$ cat config.mk
export PLATFORM = sky130hd
export DESIGN_NAME = out_layer_collect
export DESIGN_NICKNAME = d
export VERILOG_FILES = /design/src/rtl/out_layer_collect.sv
export SDC_FILE = /design/constraint.sdc
export NUM_CORES = 1
export LEC_CHECK = 0
export BUFFER_PORTS_ARGS = -buffer_cell sky130_fd_sc_hd__buf_2
export CORE_UTILIZATION = 40
export CTS_CLUSTER_SIZE = 25
export DETAILED_ROUTE_END_ITERATION = 10
export SETUP_SLACK_MARGIN = 0.3
export SKIP_CTS_REPAIR_TIMING = 1
export SLEW_MARGIN = 20
export SYNTH_ARGS = -nofsm -noshare
export SYNTH_HDL_FRONTEND = slang
export SYNTH_SLANG_ARGS = --single-unit
$ cat constraint.sdc
create_clock -name clk -period 3.38 [get_ports clk]
set_input_delay 0.169 -clock clk [delete_from_list [all_inputs] [get_ports clk]]
set_output_delay 0.169 -clock clk [all_outputs]
set_load 0.05 [all_outputs]
$ cat src/rtl/out_layer_collect.sv
// out_layer_collect: accumulates N_IN product terms for each of ten output neurons and packs them for argmax.
// Optional OUT_SAT_EN: saturate each narrowed neuron value instead of wrapping.
module out_layer_collect #(
    parameter int BIT   = 16,
    parameter int N_IN  = 64,
    parameter int ACC_W = 32,
    parameter int SHIFT = 0
) (
    input  logic                  clk,
    input  logic                  rst_n,
    input  logic                  start,
    input  logic signed [BIT-1:0] in_data,
    input  logic                  in_valid,
    output logic                  in_ready,
    output logic [10*BIT-1:0]     data_out,
    output logic                  out_valid,
    output logic                  done
);
    localparam logic [1:0] IDLE  = 2'd0;
    localparam logic [1:0] ACCUM = 2'd1;
    localparam logic [1:0] STORE = 2'd2;
    localparam logic [1:0] DONE  = 2'd3;
    localparam int CW = N_IN > 1 ? $clog2(N_IN) : 1;

    logic [1:0]              state;
    logic signed [ACC_W-1:0] acc, shifted;
    logic [CW-1:0]           term_cnt;
    logic [3:0]              neuron_cnt;
    logic [BIT-1:0]          narrowed;

    assign in_ready = state == ACCUM;
    assign done     = state == DONE;
    assign shifted  = acc >>> SHIFT;

`ifdef OUT_SAT_EN
    localparam logic signed [ACC_W-1:0] MAXV = ACC_W'((64'sd1 <<< (BIT-1)) - 64'sd1);
    localparam logic signed [ACC_W-1:0] MINV = ~MAXV;
    assign narrowed = shifted > MAXV ? MAXV[BIT-1:0] : shifted < MINV ? MINV[BIT-1:0] : shifted[BIT-1:0];
`else
    assign narrowed = shifted[BIT-1:0];
`endif

    always_ff @(posedge clk or negedge rst_n) begin
        if (!rst_n) begin
            state      <= IDLE;
            acc        <= '0;
            term_cnt   <= '0;
            neuron_cnt <= '0;
            data_out   <= '0;
            out_valid  <= 1'b0;
        end else begin
            case (state)
                IDLE: if (start) begin
                    state      <= ACCUM;
                    acc        <= '0;
                    term_cnt   <= '0;
                    neuron_cnt <= '0;
                    data_out   <= '0;
                    out_valid  <= 1'b0;
                end
                ACCUM: if (in_valid) begin
                    acc      <= acc + ACC_W'(in_data);
                    term_cnt <= term_cnt + 1'b1;
                    state    <= term_cnt == CW'(N_IN - 1) ? STORE : ACCUM;
                end
                STORE: begin
                    // neuron 0 lands in the MSB slice
                    data_out[(4'd9 - neuron_cnt) * BIT +: BIT] <= narrowed;
                    acc        <= '0;
                    term_cnt   <= '0;
                    neuron_cnt <= neuron_cnt == 4'd9 ? neuron_cnt : neuron_cnt + 4'd1;
                    out_valid  <= neuron_cnt == 4'd9;
                    state      <= neuron_cnt == 4'd9 ? DONE : ACCUM;
                end
                default: state <= IDLE;
            endcase
        end
    end
endmodule

Word level (Yosys, flattened, before mapping). Index checks and enable logic that the tools add are counted.

Input bits: 20. Bits in read-only memories: 0. Word-level logic and storage cells: 47. Bits in writable memories: 0. Memories kept: 0. Latch bits: 0. Register bits: 205.

Bitwise operators: 0. Add/subtract/negate cells: 5. Equality and inequality tests: 8. Multipliers: 0. Div/mod/pow operators: 0. Shift operators: 2. Reduce and logical (&&, ||, !) cells: 7. $lt $le $gt $ge: 0. Multiplexer cells: 19.

Operators by type and width (count): $pmux 160 s2 (1); $bwmux 160 (1); $mux 160 (1); $shift 16x34->160 const A (1); $shiftx 16x34->160 (1); $pmux 32 s3 (1); $mux 32 (2); $neg 32->34 (1); $add 32x16->32 (1); $pmux 6 s3 (1); $mux 6 (2); $mux 2 (4); $mux 4 (2); $pmux 4 s2 (1); $add 6x1->6 const B (1); $eq 6x6->1 const B (1); $ne 2x2->1 const B (3); $pmux 2 s3 (1); $reduce_and 3->1 (2); $sub 4x4->5 const A (1); $add 4x1->4 const B (1); $eq 2x2->1 const B (2); $eq 4x4->1 const B (1); $reduce_and 2->1 (2); other kinds (6) (6).

Depth between registers and ports, before layout.
Depth after elaboration: 5. Gate-level depth with buffers: 15. Depth with buffers taken out: 14.

Worst setup path before layout. No wires, ideal clock.

Path type: register -> register. From: register neuron_cnt[1]. To: register data_out[149]. Arrival: 3.125 ns. Stages on the path, launching flop included: 12. Library setup time: 0.121 ns. Slack: 0.134 ns. Clock period less this slack: 3.246 ns. Cell sequence: dfrtp_1 -> o21ai_0 -> inv_1 -> or3_1 -> ha_1 -> nor4bb_1 -> nand3_1 -> a21oi_1 -> and3_1 -> o21ai_1 -> buf_2 -> a22o_1.

Word-level cells in the longest chain between the ends: 5.

Ends and longest elaborated chain: from (decl) (line 28) `logic [3:0] neuron_cnt;`; from (signal assigned) (line 71) `neuron_cnt <= neuron_cnt == 4'd9 ? neuron_cnt : neuron_cnt + 4'd1;`; $sub 4x4->5 (*) (line 68) `data_out[(4'd9 - neuron_cnt) * BIT +: BIT] <= narrowed;`; $neg 32->34 (*) (line 68); $shiftx 16x34->160 / $shift 16x34->160 (equally long branches) (line 68); $bwmux 160 (*) (line 68); $pmux 160 s2 (*) (line 52) `case (state)`; to (signal, indexed assignment) (line 68); to (decl) (line 15) `output logic [10*BIT-1:0] data_out,`.

Every way passes the cells marked *; elsewhere a longest branch is shown, timed or not. A chain may end at the register's enable or synchronous reset.

Worst setup path in the final report.
From: register neuron_cnt[1]. To: register data_out[84].

The elaborated chain is that of the path after synthesis.

==> qor.txt <==
slew margin rel.: 50.7%
top-count cell post-synth: dfrtp_1
post-layout total power: 0.00641 W
Post-synth ARST share: 100%
Synthesized Nets: 715
# diodes: 0
Remaining DRCs: 0
sequential fraction of the synthesis area: 57.4%
Max Clk Rate: 0.325 GHz
flops & latches, synth: 189
most frequent cells after synthesis: 189 x dfrtp_1, 161 x a22o_1, 30 x ha_1, 30 x nand2_1, 26 x nor2_1
core box area: 20200 um2
Post-DRT Antenna Nets: 0
Hold Path Class: in2reg
final worst-path cycle share: 90.9%
Yosys top cell by area: dfrtp_1
CTS buffer count: 17
Yosys cell types: 64
worst setup path class: reg2reg
vias in the first global route: 6493
status: finished, final reports clean
crit-path max FO: 8
CP most frequent cell: ha_4
ys flop type: dfrtp_1
Setup TNS: 0 ps
row cnt: 52
Data required, critical path: 3710 ps
Post-Syn Area: 8250 um2
H-tree Lvls: 4
Via Count: 6594
top post-synthesis cells by area: dfrtp_1 57%, a22o_1 17%, ha_1 4.6%, o21ai_0 1.4%, nand2_1 1.4%
die area: 21200 um2
Final Net Count: 905
Hold Vio Cnt, Final: 0
P&R area growth vs syn: 26.3%
multi-input logic area: 3400 um2
Period minus WS final: 3070 ps
Wirelength per Cell: 22.4 um
total wire length: 25500 um
initial antenna violation count: 0
first-pass GRT wire length: 38900 um
Filler cells: 1792
clk sinks: 189
Clock Root Buffer: clkbuf_16
Worst Setup Start Kind: register
IO Port Bufs: 182
Max VDD drop: 0.402 mV
worst skew pair latency: 450 ps
largest net degree at the start of global routing: 86
max-slew violation count: 0
gp weighted congestion: 0.955
average cell area after synthesis: 12.4 um2
proportion of layout cells with a drive suffix above 1: 33.6%
Ports: 183
RSZ-0062 raised after global routing: true
Final setup viols: 0
slew of the pin with the lowest slew margin: 740 ps
DR vias/cell: 5.80
Yosys top cell area share: 57.4%
register area: 4730 um2
Setup crit end kind: register
critical path, cell by cell: inv_2 -> ha_4 -> ha_4 -> or3_1 -> ha_1 -> and4bb_2 -> nand4_1 -> a21oi_2 -> buf_4 -> a21o_1 -> nand2_4 -> clkbuf_16 -> a22o_1
worst clock skew: 18.1 ps
clk buf depth: 2
Post-DP HPWL: 16900 um
crit path DAT: 3410 ps
GRT Total Usage: 24.2%
slowest cell on the critical path: dfrtp_1
Cells after Synth: 664
Die Span X: 146 um
die height: 146 um
Overflow after GRT: 0
number of max-cap violations: 0
yosys warns: 0
CP max stage delay: 420 ps
CTS tree: built
Initial Utilization: 40.8%
clock slew at reported path FFs: 80 ps
DR pass1 iterations: 5
Iter 0 DRT Violations: 430
PwrDens: 615 nW/um2
EDFF count, synth: 0
Leak: 5.44 nW
where the power goes:
group          internal (W)  leakage [nW]  total [W]  switching, W
clock network       0.00109         0.305    0.00214       0.00105
registers           0.00238          2.60    0.00267      0.000289
logic              0.000576          2.53    0.00161       0.00103
total               0.00404          5.44    0.00641       0.00237
critical path, delay by kind of cell (launching register included):
kind	cells	cell delay, ps
buffers and inverters	3	400
AOI/OAI and AO/OA	3	550
DFF	1	420
and+or+nand+nor	4	860
adders and majority gates	3	740
cell type report:
type | instances | area share (%)
Clock buffer | 17 | 4.08
Timing Repair Buffer | 214 | 12.1
Multi-Input combinational cell | 422 | 32.7
Inverter | 10 | 0.360
Sequential cell | 189 | 45.4
Clock inverter | 15 | 2.08
Tap cell | 270 | 3.24
per-stage QoR:
stage / instance area (um2) / cells / utilization, % / hold slack, ps / setup slack, ps
finish: 10400 / 1137 / 51.5 / 88.4 / 307
CTS: 10200 / 1129 / 50.2 / -217 / 23.4
global placement: 9520 / 1097 / 47.1 / 258 / 152
global route: 10400 / 1137 / 51.5 / 103 / 182
detailed placement: 9520 / 1097 / 47.1 / 264 / 46.4
floorplan: 8250 / 664 / - / -127 / 304
registers in the layout, summed over array words and instances, names as in the netlist:
name,flops
acc,16
out_valid,1
data_out,160
state,2
term_cnt,6
neuron_cnt,4
cells by family (layout without fill, tap and decap cells):
group,after synthesis,in the layout,synth area share [%]
xor+xnor,16,16,1.88
flops,189,189,57.4
fa+ha+maj,31,31,4.79
buf+inv,54,256,3.14
mux,2,2,0.243
compound gates,239,240,23.5
simple gates,133,133,9.04
placed cells by master, fill, tap and decap left out, types with 6 or more instances in the layout:
cell / count
nand2_2: 7
nand2_1: 25
nor2_1: 25
buf_4: 20
a211oi_1: 6
xnor2_1: 6
buf_2: 181
nand4_1: 6
a21o_1: 6
clkbuf_16: 19
nand3_1: 11
dfrtp_1: 189
clkinv_8: 6
xor2_1: 8
ha_1: 26
o21ai_0: 22
inv_1: 6
a21oi_1: 6
a22o_1: 161
routing by layer:
metal  part of all wire (%)  GRT usage (%)
met4                    2.0           8.53
met3                    7.2           4.86
met1                     43           33.2
met5                      0              0
met2                     48           38.3
final timing paths:
check	slack [ps]	cells after the start	start	to
hold / removal	90	3	in_data[0]	acc[0]
max in group asynchronous	2070	3	rst_n	data_out[42]
setup / recovery	310	13	neuron_cnt[1]	data_out[84]
hold reg to reg	500	1	data_out[133]	data_out[133]
setup reg to reg	310	13	neuron_cnt[1]	data_out[84]
min in group asynchronous	320	2	rst_n	data_out[3]
No activity file was read; power rests on OpenSTA's default activity.
